**src/rtl/ni_ctrl_fsm.sv**
```systemverilog
// ----------------------------------------------------------------------------
// ni_ctrl_fsm
//
// Sequential processor-to-NoC network-interface controller for the MIPS
// decode stage. It handles the ni_out / ni_in instructions with two engines:
//
//   TX engine : holds one outgoing flit (dest + payload) until the NI takes
//               it (proc_valid && mips_ni on a rising edge). If the NI does
//               not take it within TX_TIMEOUT wait cycles, the flit is
//               dropped and the sticky tx_err flag is raised.
//   RX engine : buffers incoming flits in an RX_DEPTH-entry FIFO and hands
//               the head entry to the register file (reg_en / rx_data) when
//               an ni_in instruction is issued.
//
// stall_D holds decode/fetch while an ni_out finds the TX engine busy or an
// ni_in finds the RX FIFO empty.
//
// Ports
//   clk            in   clock, all state updates on the rising edge
//   rst            in   synchronous reset, active-high
//   opcode_D       in   decode-stage opcode
//   issue_D        in   decode instruction valid (not bubble / flushed)
//   dest_D         in   destination node for ni_out
//   src_data_D     in   payload for ni_out
//   stall_D        out  hold decode/fetch this cycle
//   mips_ni        in   NI can accept the outgoing flit
//   proc_valid     out  outgoing flit valid
//   proc_dest      out  outgoing destination
//   proc_data      out  outgoing payload
//   data_valid     in   incoming flit valid
//   ni_data        in   incoming payload
//   proc_ready_in  out  FIFO can accept the incoming flit
//   reg_en         out  one-cycle write strobe for rx_data
//   rx_data        out  payload popped by the last ni_in
//   rx_count       out  FIFO occupancy
//   tx_err         out  sticky TX timeout flag
//   err_clr        in   clears tx_err
// ----------------------------------------------------------------------------
module ni_ctrl_fsm #(
    parameter int unsigned DATA_W     = 32,
    parameter int unsigned DEST_W     = 2,
    parameter int unsigned RX_DEPTH   = 4,
    parameter int unsigned TX_TIMEOUT = 255,
    parameter logic [5:0]  OP_NI_OUT  = 6'b010101,
    parameter logic [5:0]  OP_NI_IN   = 6'b011010
) (
    input  logic                              clk,
    input  logic                              rst,
    input  logic [5:0]                        opcode_D,
    input  logic                              issue_D,
    input  logic [DEST_W-1:0]                 dest_D,
    input  logic [DATA_W-1:0]                 src_data_D,
    output logic                              stall_D,
    input  logic                              mips_ni,
    output logic                              proc_valid,
    output logic [DEST_W-1:0]                 proc_dest,
    output logic [DATA_W-1:0]                 proc_data,
    input  logic                              data_valid,
    input  logic [DATA_W-1:0]                 ni_data,
    output logic                              proc_ready_in,
    output logic                              reg_en,
    output logic [DATA_W-1:0]                 rx_data,
    output logic [$clog2(RX_DEPTH+1)-1:0]     rx_count,
    output logic                              tx_err,
    input  logic                              err_clr
);

    localparam int unsigned CNT_W = $clog2(RX_DEPTH + 1);
    localparam int unsigned PTR_W = $clog2(RX_DEPTH);
    localparam int unsigned TMO_W = $clog2(TX_TIMEOUT + 1);

    // Last wait-cycle count before the flit is abandoned. The counter starts
    // at 0 in the first TX_WAIT cycle, so TX_TIMEOUT wait cycles elapse.
    localparam logic [TMO_W-1:0] TMO_LAST = TMO_W'(TX_TIMEOUT - 1);
    localparam logic [CNT_W-1:0] CNT_FULL = CNT_W'(RX_DEPTH);

    typedef enum logic [0:0] {
        TX_IDLE = 1'b0,
        TX_WAIT = 1'b1
    } tx_state_t;

    // ------------------------------------------------------------------------
    // Instruction decode
    // ------------------------------------------------------------------------
    logic w_ni_out;
    logic w_ni_in;

    assign w_ni_out = issue_D && (opcode_D == OP_NI_OUT);
    assign w_ni_in  = issue_D && (opcode_D == OP_NI_IN);

    // ------------------------------------------------------------------------
    // TX engine
    // ------------------------------------------------------------------------
    tx_state_t          r_tx_state;
    tx_state_t          w_tx_state_nxt;
    logic [DEST_W-1:0]  r_tx_dest;
    logic [DATA_W-1:0]  r_tx_data;
    logic [TMO_W-1:0]   r_tx_tmo;
    logic               r_tx_err;

    logic w_tx_load;
    logic w_tx_accept;
    logic w_tx_timeout;

    assign w_tx_load    = (r_tx_state == TX_IDLE) && w_ni_out;
    assign w_tx_accept  = (r_tx_state == TX_WAIT) && mips_ni;
    // Acceptance is checked first, so a transfer on the final wait cycle
    // completes normally instead of raising an error.
    assign w_tx_timeout = (r_tx_state == TX_WAIT) && !mips_ni && (r_tx_tmo == TMO_LAST);

    // State register
    always_ff @(posedge clk) begin
        if (rst) begin
            r_tx_state <= TX_IDLE;
        end else begin
            r_tx_state <= w_tx_state_nxt;
        end
    end

    // Next-state logic
    always_comb begin
        w_tx_state_nxt = r_tx_state;
        unique case (r_tx_state)
            TX_IDLE: begin
                if (w_ni_out) begin
                    w_tx_state_nxt = TX_WAIT;
                end
            end
            TX_WAIT: begin
                if (w_tx_accept || w_tx_timeout) begin
                    w_tx_state_nxt = TX_IDLE;
                end
            end
            default: w_tx_state_nxt = TX_IDLE;
        endcase
    end

    // Flit holding register, wait counter and sticky error flag
    always_ff @(posedge clk) begin
        if (rst) begin
            r_tx_dest <= '0;
            r_tx_data <= '0;
            r_tx_tmo  <= '0;
            r_tx_err  <= 1'b0;
        end else begin
            if (w_tx_load) begin
                r_tx_dest <= dest_D;
                r_tx_data <= src_data_D;
                r_tx_tmo  <= '0;
            end else if ((r_tx_state == TX_WAIT) && !mips_ni && !w_tx_timeout) begin
                r_tx_tmo <= r_tx_tmo + TMO_W'(1);
            end

            // A timeout in the same cycle as err_clr leaves the flag set.
            if (w_tx_timeout) begin
                r_tx_err <= 1'b1;
            end else if (err_clr) begin
                r_tx_err <= 1'b0;
            end
        end
    end

    // ------------------------------------------------------------------------
    // RX FIFO
    // ------------------------------------------------------------------------
    logic [DATA_W-1:0] r_rx_mem [RX_DEPTH];
    logic [PTR_W-1:0]  r_rx_wptr;
    logic [PTR_W-1:0]  r_rx_rptr;
    logic [CNT_W-1:0]  r_rx_count;
    logic              r_reg_en;
    logic [DATA_W-1:0] r_rx_data;

    logic w_rx_full;
    logic w_rx_empty;
    logic w_rx_push;
    logic w_rx_pop;

    assign w_rx_full  = (r_rx_count == CNT_FULL);
    assign w_rx_empty = (r_rx_count == '0);
    // Readiness comes from the registered count only: a pop in the same cycle
    // does not open room for a push while full, and a push into an empty FIFO
    // is not visible to ni_in until the following cycle.
    assign w_rx_push  = data_valid && !w_rx_full;
    assign w_rx_pop   = w_ni_in && !w_rx_empty;

    // Storage array needs no reset: entries are only read after being written.
    always_ff @(posedge clk) begin
        if (w_rx_push) begin
            r_rx_mem[r_rx_wptr] <= ni_data;
        end
    end

    // Pointers rely on RX_DEPTH being a power of two to wrap naturally.
    always_ff @(posedge clk) begin
        if (rst) begin
            r_rx_wptr  <= '0;
            r_rx_rptr  <= '0;
            r_rx_count <= '0;
            r_reg_en   <= 1'b0;
            r_rx_data  <= '0;
        end else begin
            if (w_rx_push) begin
                r_rx_wptr <= r_rx_wptr + PTR_W'(1);
            end
            if (w_rx_pop) begin
                r_rx_rptr <= r_rx_rptr + PTR_W'(1);
                r_rx_data <= r_rx_mem[r_rx_rptr];
            end
            r_reg_en <= w_rx_pop;

            unique case ({w_rx_push, w_rx_pop})
                2'b10:   r_rx_count <= r_rx_count + CNT_W'(1);
                2'b01:   r_rx_count <= r_rx_count - CNT_W'(1);
                default: r_rx_count <= r_rx_count;
            endcase
        end
    end

    // ------------------------------------------------------------------------
    // Output logic
    // ------------------------------------------------------------------------
    always_comb begin
        proc_valid    = (r_tx_state == TX_WAIT);
        proc_dest     = r_tx_dest;
        proc_data     = r_tx_data;
        tx_err        = r_tx_err;
        proc_ready_in = !w_rx_full;
        reg_en        = r_reg_en;
        rx_data       = r_rx_data;
        rx_count      = r_rx_count;
        stall_D       = (w_ni_out && (r_tx_state == TX_WAIT)) ||
                        (w_ni_in && w_rx_empty);
    end

endmodule

```
**config.mk**
```make
export PLATFORM = sky130hd
export DESIGN_NAME = ni_ctrl_fsm
export DESIGN_NICKNAME = d
export VERILOG_FILES = /design/src/rtl/ni_ctrl_fsm.sv
export SDC_FILE = /design/constraint.sdc
export NUM_CORES = 1
export LEC_CHECK = 0
export ABC_AREA = 1
export ABC_CLOCK_PERIOD_IN_PS = 6560
export CAP_MARGIN = 5
export CORE_MARGIN = 2
export CORE_UTILIZATION = 50
export CTS_BUF_LIST = sky130_fd_sc_hd__clkbuf_16
export DETAILED_ROUTE_END_ITERATION = 10
export HOLD_SLACK_MARGIN = 0.1
export PLACE_DENSITY = 0.79
export RECOVER_POWER = 100
export SLEW_MARGIN = 20
export SYNTH_ARGS = -nofsm -noshare
export SYNTH_HDL_FRONTEND = slang
export SYNTH_SLANG_ARGS = --single-unit
export TNS_END_PERCENT = 30
```
**constraint.sdc**
```tcl
create_clock -name clk -period 6.56 [get_ports clk]
set_input_delay 1.968 -clock clk [delete_from_list [all_inputs] [get_ports clk]]
set_output_delay 1.968 -clock clk [all_outputs]
set_load 0.01 [all_outputs]
```
==> impl_results.md <==
- Io pins: approximately 150
- Yosys cell types: 29
- # setup viols final: 0
- Total Wirelength: 19000 um
- Leakage: between 4 and 5 nW
- Gpl congestion: between 0.7 and 0.8
- Die width: 134 um
- Worst path required time: about 4.6 ns
- Largest net degree at the start of global routing: 68
- Reg2Reg Launch Point: rx_count[0]
- DR vias: about 6300
- WHS: around 0.46 ns
- Antenna viol nets, final: 0
- Most common cell after layout, fill and taps aside: nor2_1
- Worst EP arrival: 3.63 ns
- Synth warn: 0
- Slew @ Worst Pin: 3.09 ns
- PwrDens: ~260 mW/mm^2
- Seq/Total Area, Yosys: between 60 and 70%
- Average wire per standard cell: 15.5 um
- PortBufs: between 150 and 200
- Yosys reg bits: between 200 and 250
- Mapped Cells: between 800 and 900
- Critical path type: in -> out
- Top_reg_cell synth: edfxtp_1
- Crit-path cells: dlygate4sd3_1 -> inv_1 -> nand2_1 -> nor2_1 -> nand2_1 -> o21ai_0 -> dlygate4sd3_1
- CP startpoint: opcode_D[5]
- Antenna violations before repair: 3
- Die area: 0.0180 mm^2
- Initial Util: about half
- Overall routing resource usage: 20.7%
- Most frequent cells in the layout: 178 x nor2_1, 131 x nand2_1, 128 x edfxtp_1, 109 x dlygate4sd3_1, 83 x dfxtp_1
- Final Net Count: 1075
- Clock skew after layout: 0.00892 ns
- Max VDD drop: 0.218 mV
- CTS tree: done
- Final hold vios: 0
- Crit-path max cell delay: 0.61 ns
- Fin crit share: roughly 85%
- MaxCap Viol Count: 2
- Clock transition at path regs: 0.06 ns
- Final Slew Violations: a little under 90
- FP Rows: 47
- Crit. End Element: primary output
- Share of cells above drive strength 1: 4.48%
- Number of synthesized flops with an enable pin: 128
- First-pass GRT wire length: 30200 um
- Multi-input gate area: 0.00243 mm^2
- Failing checks: capacitance limit, slew limit
- First DRT Iteration DRCs: about 420
- Longest Clk Path Bufs: 3
- Layout fillers: 1330
- Gr ovfl total: 0
- Design area: approximately 0.011 mm^2
- Relative slew slack: -106%
- Root buffer cell: clkbuf_16
- Final TNS setup: 0 ns
- DRT Pass-1 Iters: 4
- Vias in the first global route: slightly above 6000
- Total power: 2.78 mW
- Num CTS Buffers: 22
- Critical path fanouts, max: 2
- Post-CTS Setup Repair Bufs: 0
- Syn Nets: 938
- # DRC: 0
- Post-DP Area: approximately 0.01 mm^2
- Worst hold start: proc_data[4]
- Outcome: finished with violations
- Worst setup SP type: input port
- Post-CTS Hold Buffers: 0
- Register area: 0.00553 mm^2
- Average cell area after synthesis: 9.92 um^2
- Vias per inst: 5.17
- Synth async-reset ratio: 0%
- Post-cts gate resize count: 0
- Area growth syn-to-layout: 26.8%
- Fmax: about 180 MHz
- Core ar.: 0.0166 mm^2
- Worst min path class: reg -> reg
- Post-Syn Area: 0.00845 mm^2
- RSZ-0062 raised after global routing: false
- CTS Sinks: 212
- H-tree Lvls: 1
- Die H: between 100 and 150 um
- Period minus WS final: 5.60 ns
- DP HPWL: 11200 um
- Critical-path top delay cell: dlygate4sd3_1
- Clk Latency, worst-skew pair: 0.50 ns
-- critical path: cells and delay by family --
kind	cells	cell delay [ns]
simple gates	3	0.35
compound gates	1	0.12
buf+inv	3	1.19
-- state kept, by name, summed over array words and instances, names as in the netlist --
name        cells
tx_err          1
proc_valid      1
r_rx_rptr       2
proc_dest       2
rx_count        3
reg_en          1
r_tx_tmo        8
proc_data      32
r_rx_mem      128
r_rx_wptr       2
rx_data        32
-- power breakdown --
part,switching (mW),leakage (nW),internal [mW]
Sequential,0.00954,1.85,1.46
Combinational,0.0754,1.95,0.0559
Clock,0.494,0.360,0.690
Total,0.579,4.16,2.20
-- final timing paths --
path              cells past startpoint      endpoint  slack [ns]
setup / recovery                      7       stall_D        0.96
hold / removal                        2  proc_data[4]        0.46
setup reg to reg                      7   rx_data[15]        2.97
hold reg to reg                       2  proc_data[4]        0.46
-- per-stage QoR --
step | utilization (%) | setup WS, ns | instances
3_3_place_gp | 60.7 | 1.06 | 1181
5_1_grt | 64.6 | 0.771 | 1225
4_1_cts | 64.9 | 1.02 | 1221
3_5_place_dp | 60.7 | 1.03 | 1181
2_1_floorplan | - | 1.89 | 852
6_report | 64.6 | 0.961 | 1226
-- layer usage --
metal	GRT usage, %	share of wire, %	vias up
met5	0	0.14	-
met4	5.44	1.9	4
met3	4.35	6.8	30
met2	35.0	49	201
met1	27.4	42	2962
li1	-	-	3142
-- area by class of cell --
cell class / instances / area share, %
inverter: 60 / 2.10
timing repair buffer: 161 / 14.6
sequential: 212 / 51.6
tap: 220 / 2.57
clock inverter: 18 / 1.34
clock buffer: 22 / 5.14
multi-input combinational: 532 / 22.7
antenna: 1 / 0.0234
-- cell families (layout without fill, tap and decap cells) --
logic type	Yosys count	in the layout	share of synthesized area (%)
buf+inv	108	261	5.57
simple gates	371	371	18.7
xor+xnor	2	2	0.207
compound gates	151	151	8.94
fa+ha+maj	8	8	1.27
other cells	0	1	0
flops	212	212	65.4
-- cell usage after synthesis, types with 4 or more instances --
library cell	number	share of area, %
buf_2	22	1.3
inv_1	55	2.4
clkbuf_1	17	0.75
inv_2	4	0.18
o21ai_1	23	1.4
a21oi_1	49	2.9
ha_1	7	1.0
nand2_1	130	5.8
dfxtp_1	84	20
nand3_1	11	0.65
nand4_1	40	3.0
nor2_1	176	7.8
edfxtp_1	128	45
o21ai_0	79	4.7
(Power assumes the default switching activity.)
